**src/rtl/serial_memory_pkg.sv**
```systemverilog
// Shared types and sizing helpers for the serial_memory block.
package serial_memory_pkg;

  typedef enum logic [2:0] {
    HDR,
    WDATA,
    WRITE,
    READ,
    RDATA
  } state_t;

  // Header carries the write flag plus the address, rounded up to whole beats.
  function automatic int hdr_beats(input int addr_bits, input int serial_bits);
    return (addr_bits + serial_bits) / serial_bits;
  endfunction

  function automatic int data_beats(input int data_bits, input int serial_bits);
    return data_bits / serial_bits;
  endfunction

  function automatic int cnt_width(input int addr_bits, input int data_bits,
                                   input int serial_bits);
    int m;
    m = hdr_beats(addr_bits, serial_bits);
    if (data_beats(data_bits, serial_bits) > m) m = data_beats(data_bits, serial_bits);
    return (m <= 1) ? 1 : $clog2(m);
  endfunction

endpackage

```
**src/rtl/serial_memory_mem_array.sv**
```systemverilog
// Single-port word storage: combinational read, synchronous write, no reset.
module serial_memory_mem_array #(
  parameter int WIDTH     = 8,
  parameter int ADDR_BITS = 5
) (
  input  logic                 clk,
  input  logic                 we,
  input  logic [ADDR_BITS-1:0] addr,
  input  logic [WIDTH-1:0]     wdata,
  output logic [WIDTH-1:0]     rdata
);

  logic [WIDTH-1:0] mem [2**ADDR_BITS];

  // NOTE: storage is deliberately left out of reset so it maps onto plain array cells.
  always_ff @(posedge clk) begin
    if (we) mem[addr] <= wdata;
  end

  assign rdata = mem[addr];

endmodule

```
**src/rtl/serial_memory.sv**
```systemverilog
// Serial command front end for a word memory: header/data beats in, read beats out.
// Optional read parity checking is enabled with `define SERIAL_MEMORY_PARITY_EN.
module serial_memory
  import serial_memory_pkg::*;
#(
  parameter int ADDR_BITS   = 5,
  parameter int DATA_BITS   = 8,
  parameter int SERIAL_BITS = 2
) (
  input  logic                   clk,
  input  logic                   reset,
  input  logic [SERIAL_BITS-1:0] serial_in,
  input  logic                   in_valid,
  output logic                   in_ready,
  output logic [SERIAL_BITS-1:0] serial_out,
  output logic                   out_valid,
  input  logic                   out_ready,
  output logic                   busy,
  output logic                   parity_err
);

  localparam int HDR_BEATS  = hdr_beats(ADDR_BITS, SERIAL_BITS);
  localparam int DATA_BEATS = data_beats(DATA_BITS, SERIAL_BITS);
  localparam int CNT_W      = cnt_width(ADDR_BITS, DATA_BITS, SERIAL_BITS);
  localparam int HDR_W      = HDR_BEATS * SERIAL_BITS;
`ifdef SERIAL_MEMORY_PARITY_EN
  localparam int MEM_W      = DATA_BITS + 1;
`else
  localparam int MEM_W      = DATA_BITS;
`endif

  state_t               state, next_state;
  logic [CNT_W-1:0]     hdr_cnt, beat_cnt;
  logic [HDR_W-1:0]     hdr_reg, hdr_next;
  logic [DATA_BITS-1:0] data_reg, data_next, data_shifted;
  logic [ADDR_BITS-1:0] addr;
  logic [MEM_W-1:0]     mem_wdata, mem_rdata;
  logic                 mem_we, in_fire, out_fire, hdr_last, data_last;
  logic                 unused_hdr;

  // Beats enter at the top so the first (LSB) beat ends up at bit 0.
  assign hdr_next     = (hdr_reg >> SERIAL_BITS) | (HDR_W'(serial_in) << (HDR_W - SERIAL_BITS));
  assign data_next    = (data_reg >> SERIAL_BITS) |
                        (DATA_BITS'(serial_in) << (DATA_BITS - SERIAL_BITS));
  assign data_shifted = data_reg >> SERIAL_BITS;
  assign addr         = hdr_reg[ADDR_BITS:1];
  assign unused_hdr   = ^hdr_reg;

  assign in_fire   = in_valid && in_ready;
  assign out_fire  = out_valid && out_ready;
  assign hdr_last  = (hdr_cnt == CNT_W'(HDR_BEATS - 1));
  assign data_last = (beat_cnt == CNT_W'(DATA_BEATS - 1));
  assign busy      = (state != HDR) || (hdr_cnt != '0);

  always_ff @(posedge clk or posedge reset) begin
    if (reset) state <= HDR;
    else       state <= next_state;
  end

  always_comb begin
    // NOTE: every output of this block gets a default first, so no path infers a latch.
    next_state = state;
    in_ready   = 1'b0;
    mem_we     = 1'b0;
    case (state)
      HDR: begin
        in_ready = 1'b1;
        if (in_valid && hdr_last) next_state = hdr_next[0] ? WDATA : READ;
      end
      WDATA: begin
        in_ready = 1'b1;
        if (in_valid && data_last) next_state = WRITE;
      end
      WRITE: begin
        mem_we     = 1'b1;
        next_state = HDR;
      end
      READ:    next_state = RDATA;
      RDATA:   if (out_fire && data_last) next_state = HDR;
      default: next_state = HDR;
    endcase
  end

  // NOTE: registered state uses non-blocking assignments only, so all flops update together.
  always_ff @(posedge clk or posedge reset) begin
    if (reset) begin
      hdr_cnt    <= '0;
      beat_cnt   <= '0;
      hdr_reg    <= '0;
      data_reg   <= '0;
      out_valid  <= 1'b0;
      serial_out <= '0;
    end else begin
      case (state)
        HDR: if (in_fire) begin
          hdr_reg <= hdr_next;
          hdr_cnt <= hdr_last ? '0 : hdr_cnt + 1'b1;
        end
        WDATA: if (in_fire) begin
          data_reg <= data_next;
          beat_cnt <= data_last ? '0 : beat_cnt + 1'b1;
        end
        READ: begin
          data_reg   <= mem_rdata[DATA_BITS-1:0];
          out_valid  <= 1'b1;
          serial_out <= mem_rdata[SERIAL_BITS-1:0];
          beat_cnt   <= '0;
        end
        RDATA: if (out_fire) begin
          data_reg <= data_shifted;
          if (data_last) begin
            out_valid  <= 1'b0;
            serial_out <= '0;
            beat_cnt   <= '0;
          end else begin
            serial_out <= data_shifted[SERIAL_BITS-1:0];
            beat_cnt   <= beat_cnt + 1'b1;
          end
        end
        default: ;
      endcase
    end
  end

`ifdef SERIAL_MEMORY_PARITY_EN
  assign mem_wdata = {^data_reg, data_reg};

  // Flag compares the stored parity with the data as read; it holds until the next read.
  always_ff @(posedge clk or posedge reset) begin
    if (reset)              parity_err <= 1'b0;
    else if (state == READ) parity_err <= mem_rdata[DATA_BITS] ^ (^mem_rdata[DATA_BITS-1:0]);
  end
`else
  assign mem_wdata  = data_reg;
  assign parity_err = 1'b0;
`endif

  serial_memory_mem_array #(
    .WIDTH    (MEM_W),
    .ADDR_BITS(ADDR_BITS)
  ) u_mem (
    .clk  (clk),
    .we   (mem_we),
    .addr (addr),
    .wdata(mem_wdata),
    .rdata(mem_rdata)
  );

endmodule
```
**config.mk**
```make
export PLATFORM = sky130hd
export DESIGN_NAME = serial_memory
export DESIGN_NICKNAME = d
export VERILOG_FILES = /design/src/rtl/serial_memory_pkg.sv /design/src/rtl/serial_memory_mem_array.sv /design/src/rtl/serial_memory.sv
export SDC_FILE = /design/constraint.sdc
export NUM_CORES = 1
export LEC_CHECK = 0
export CAP_MARGIN = 20
export CORE_MARGIN = 10
export CORE_UTILIZATION = 37
export DETAILED_ROUTE_END_ITERATION = 10
export PLACE_DENSITY = 0.61
export REMOVE_ABC_BUFFERS = 1
export SLEW_MARGIN = 20
export SYNTH_ARGS = -nofsm -noshare
export SYNTH_HDL_FRONTEND = slang
export SYNTH_HIERARCHICAL = 1
export SYNTH_SLANG_ARGS = --single-unit
export TNS_END_PERCENT = 50
```
**constraint.sdc**
```tcl
create_clock -name clk -period 2.8 [get_ports clk]
set_clock_uncertainty 0.2 [all_clocks]
set_input_delay 0.56 -clock clk [delete_from_list [all_inputs] [get_ports clk]]
set_output_delay 0.56 -clock clk [all_outputs]
set_load 0.1 [all_outputs]
```
==> flow_summary.ini <==
[status]
status = complete, no violations

[sta]
period_share_pct = 95.6
maxSlewViolCount = 0
slew_headroom_pct = 30.3
grt_setup_unrepaired = false
setup_violations = 0
holdWs_ns = 0.193
finalHoldViolations = 0
timing.fmax_ghz = 0.373
period_minus_slack_ns = 2.68
worst_pin_slew_ns = 1.05

[synthesis]
synth_seq_cells = 279
syn-cell-area_sq_um = 11300
ys.warnings.count = 6
seq_area_frac_synth_pct = 72.9
synth-async-reset-ratio_pct = 8.24
yosysTopAreaCellShare_pct = 67.9
synth.area.top_cells = edfxtp_1 (68%), mux2i_1 (11%), dfrtp_1 (5.1%), o22ai_1 (3.6%), mux2_4 (1.5%)
yosys.cell_types.count = 49
synth_ff_type = edfxtp_1
synthCells = 668
syn_avg_cell_area_sq_um = 17.0
ys_top_cells_by_count = edfxtp_1 (256), mux2i_1 (129), o22ai_1 (65)
synth.most_common_cell = edfxtp_1
synth_edf_count = 256
yosys.area.top_type = edfxtp_1

[final_layout]
nNetsFinal = 744
final_cell_area_sq_um = 13100
drive_above_1_share_pct = 19.8
antennaDiodeCount = 0
largest_register_ffs = 256
syn_to_final_growth_pct = 16.0

[grt]
antenna_found_initial = 0
grt_overflow = 0
grt_max_degree = 34
grt_pass1_vias = 5986
grt_pass1_wl_um = 36900
grt_use_total_pct = 12.2

[floorplan]
die_area_sq_um = 38000
die_w_um = 195
core_area_sq_um = 30400
start_util_pct = 37.2
die_h_um = 195
rows = 64
ios = 12

[clock_tree]
cts.sinks = 279
htree_levels = 1
cts_tree = built
clk_pin_slew_worst_paths_ns = 0.06
post_cts_buffers = 0
clock-root-buffer = clkbuf_16
cts_buffers = 27
clock_latency_ns = 0.52
clock_path_buffers = 3

[run]
maxCapViolations = 0

[detailed_routing]
drtPass1Iterations = 5
post_drt_wl_per_cell_um = 20.9
vias_per_cell = 5.24
vias = 6029
drt-total-wl_um = 24100
first_iter_violations = 466
ant_nets = 0
drc = 0

[power_and_ir_drop]
p_int_mw = 8.95
clkPwrFrac_pct = 26.0
peakVddDrop_mv = 0.565
p_leak_nw = 4.72
p_seq_share_pct = 42.4
combPwrFrac_pct = 31.6
switching_share_pct = 32.6
powerDensity_nw_per_um2 = 1010
p_sw_mw = 4.32

[critical_path]
start_kind = flip-flop
worstSetupPathType = flip-flop to flip-flop
crit_slowest_cell = dfrtp_4
path_cells = buf_12 > mux2i_1 > o22ai_1 > nor4_1 > buf_4 > nand2_1 > mux2_2 > mux2_4
cp_data_required_time_ns = 3.00
cp_max_fo = 31
slowest_delay_ns = 0.54
reg2reg_slack_ns = 0.12
path_delay_family = multiplexers
critPathCaptureType = flip-flop
worstPathArrival_ns = 2.88
timing.critical_path.buf_inv = 2

[placement]
placed_cell_area_sq_um = 12300
port_buffers = 10
dp.final_hpwl_um = 15700
place.gp.congestion = 0.819

[min_path]
min_path_type = input port to async pin
[metal layers]
metal	share of wire (%)	track usage, %	vias up
met1	46	16.7	3087
met3	3.3	1.76	26
li1	-	-	2800
met4	1.3	2.06	0
met2	49	20.4	116
met5	0	0	-
[cells by family (layout without fill, tap and decap cells)]
| logic type | after synthesis | count (layout) | synth area share (%) |
|---|---|---|---|
| buffers and inverters | 45 | 131 | 2.18 |
| other | 1 | 1 | 0.0331 |
| DFF | 279 | 279 | 72.9 |
| and+or+nand+nor | 109 | 109 | 6.03 |
| muxes | 151 | 151 | 13.9 |
| AOI/OAI and AO/OA | 82 | 82 | 4.76 |
| adders and majority gates | 1 | 1 | 0.110 |
[final timing paths]
check	start	depth (start not counted)	to
min reg2reg	beat_cnt[1]$_DFFE_PP0P_	2	beat_cnt[1]$_DFFE_PP0P_
max	hdr_reg[2]$_DFFE_PP0P_	8	data_reg[5]$_DFFE_PP0P_
max reg2reg	hdr_reg[2]$_DFFE_PP0P_	8	data_reg[5]$_DFFE_PP0P_
max in group asynchronous	reset	3	hdr_reg[2]$_DFFE_PP0P_
min in group clk	beat_cnt[1]$_DFFE_PP0P_	2	beat_cnt[1]$_DFFE_PP0P_
min	reset	3	out_valid$_DFFE_PP0P_
[cells in the final DEF (no fill, tap or decap), types with 2 or more instances in the layout]
master / count
a21oi_1: 3
a31oi_1: 2
buf_12: 5
buf_4: 71
bufinv_16: 3
clkbuf_1: 4
clkbuf_16: 27
clkdlybuf4s50_1: 5
clkinv_1: 9
clkinv_2: 2
dfrtp_1: 18
dfrtp_2: 4
edfxtp_1: 256
inv_1: 4
mux2_2: 11
mux2_4: 11
mux2i_1: 129
nand2_1: 14
nand3_1: 5
nand3b_1: 4
nand4b_1: 4
nand4bb_1: 5
nor2_1: 33
nor2b_1: 2
nor3_1: 5
nor3b_1: 2
nor4_1: 14
nor4_2: 2
o21ai_0: 3
o221ai_1: 2
o22ai_1: 65
o31ai_1: 2
or3b_2: 3
or4b_1: 3
[stage by stage]
| stage | TNS [ns] | power, mW | utilization, % | instances | setup slack, ns |
|---|---|---|---|---|---|
| 2_1_floorplan | -790.27 | 8.20 | - | 627 | -3.68 |
| 3_3_place_gp | -0.135 | 9.85 | 40.4 | 1104 | -0.0704 |
| 3_5_place_dp | -0.0706 | 9.88 | 40.4 | 1104 | -0.0290 |
| 4_1_cts | 0 | 13.4 | 43.1 | 1150 | 0.116 |
| 5_1_grt | 0 | 13.8 | 43.2 | 1150 | 0.0107 |
| 6_report | 0 | 13.3 | 43.2 | 1150 | 0.122 |
[power groups by stage]
stage	Combinational [mW]	Clock (mW)	Sequential, mW
after floorplan	2.08	0	6.13
after global placement	4.16	0	5.69
after detailed placement	4.17	0	5.71
after CTS	4.21	3.52	5.63
after global routing	4.47	3.67	5.69
final	4.20	3.45	5.63
[repair_timing]
item	in CTS	in global routing
resized for setup	4	3
gates cloned	0	0
setup endpoints to repair	4	5
hold buffers	0	0
[worst register-to-register path, stage by stage, from the launching register on]
cell     delay [ns]
dfrtp_4        0.54
buf_12         0.27
mux2i_1        0.33
o22ai_1        0.15
nor4_1         0.31
buf_4          0.19
nand2_1        0.06
mux2_2         0.26
mux2_4         0.26
[layout make-up]
class	instances	area (sq um)
fillers	2711	17300
flip-flops and latches	279	8270
multi-input cells	344	2840
clock buffers	31	691
repair buffers	81	683
well taps	396	495
clock inverters	15	141
inverters	4	15.0
(Power assumes the default switching activity.)
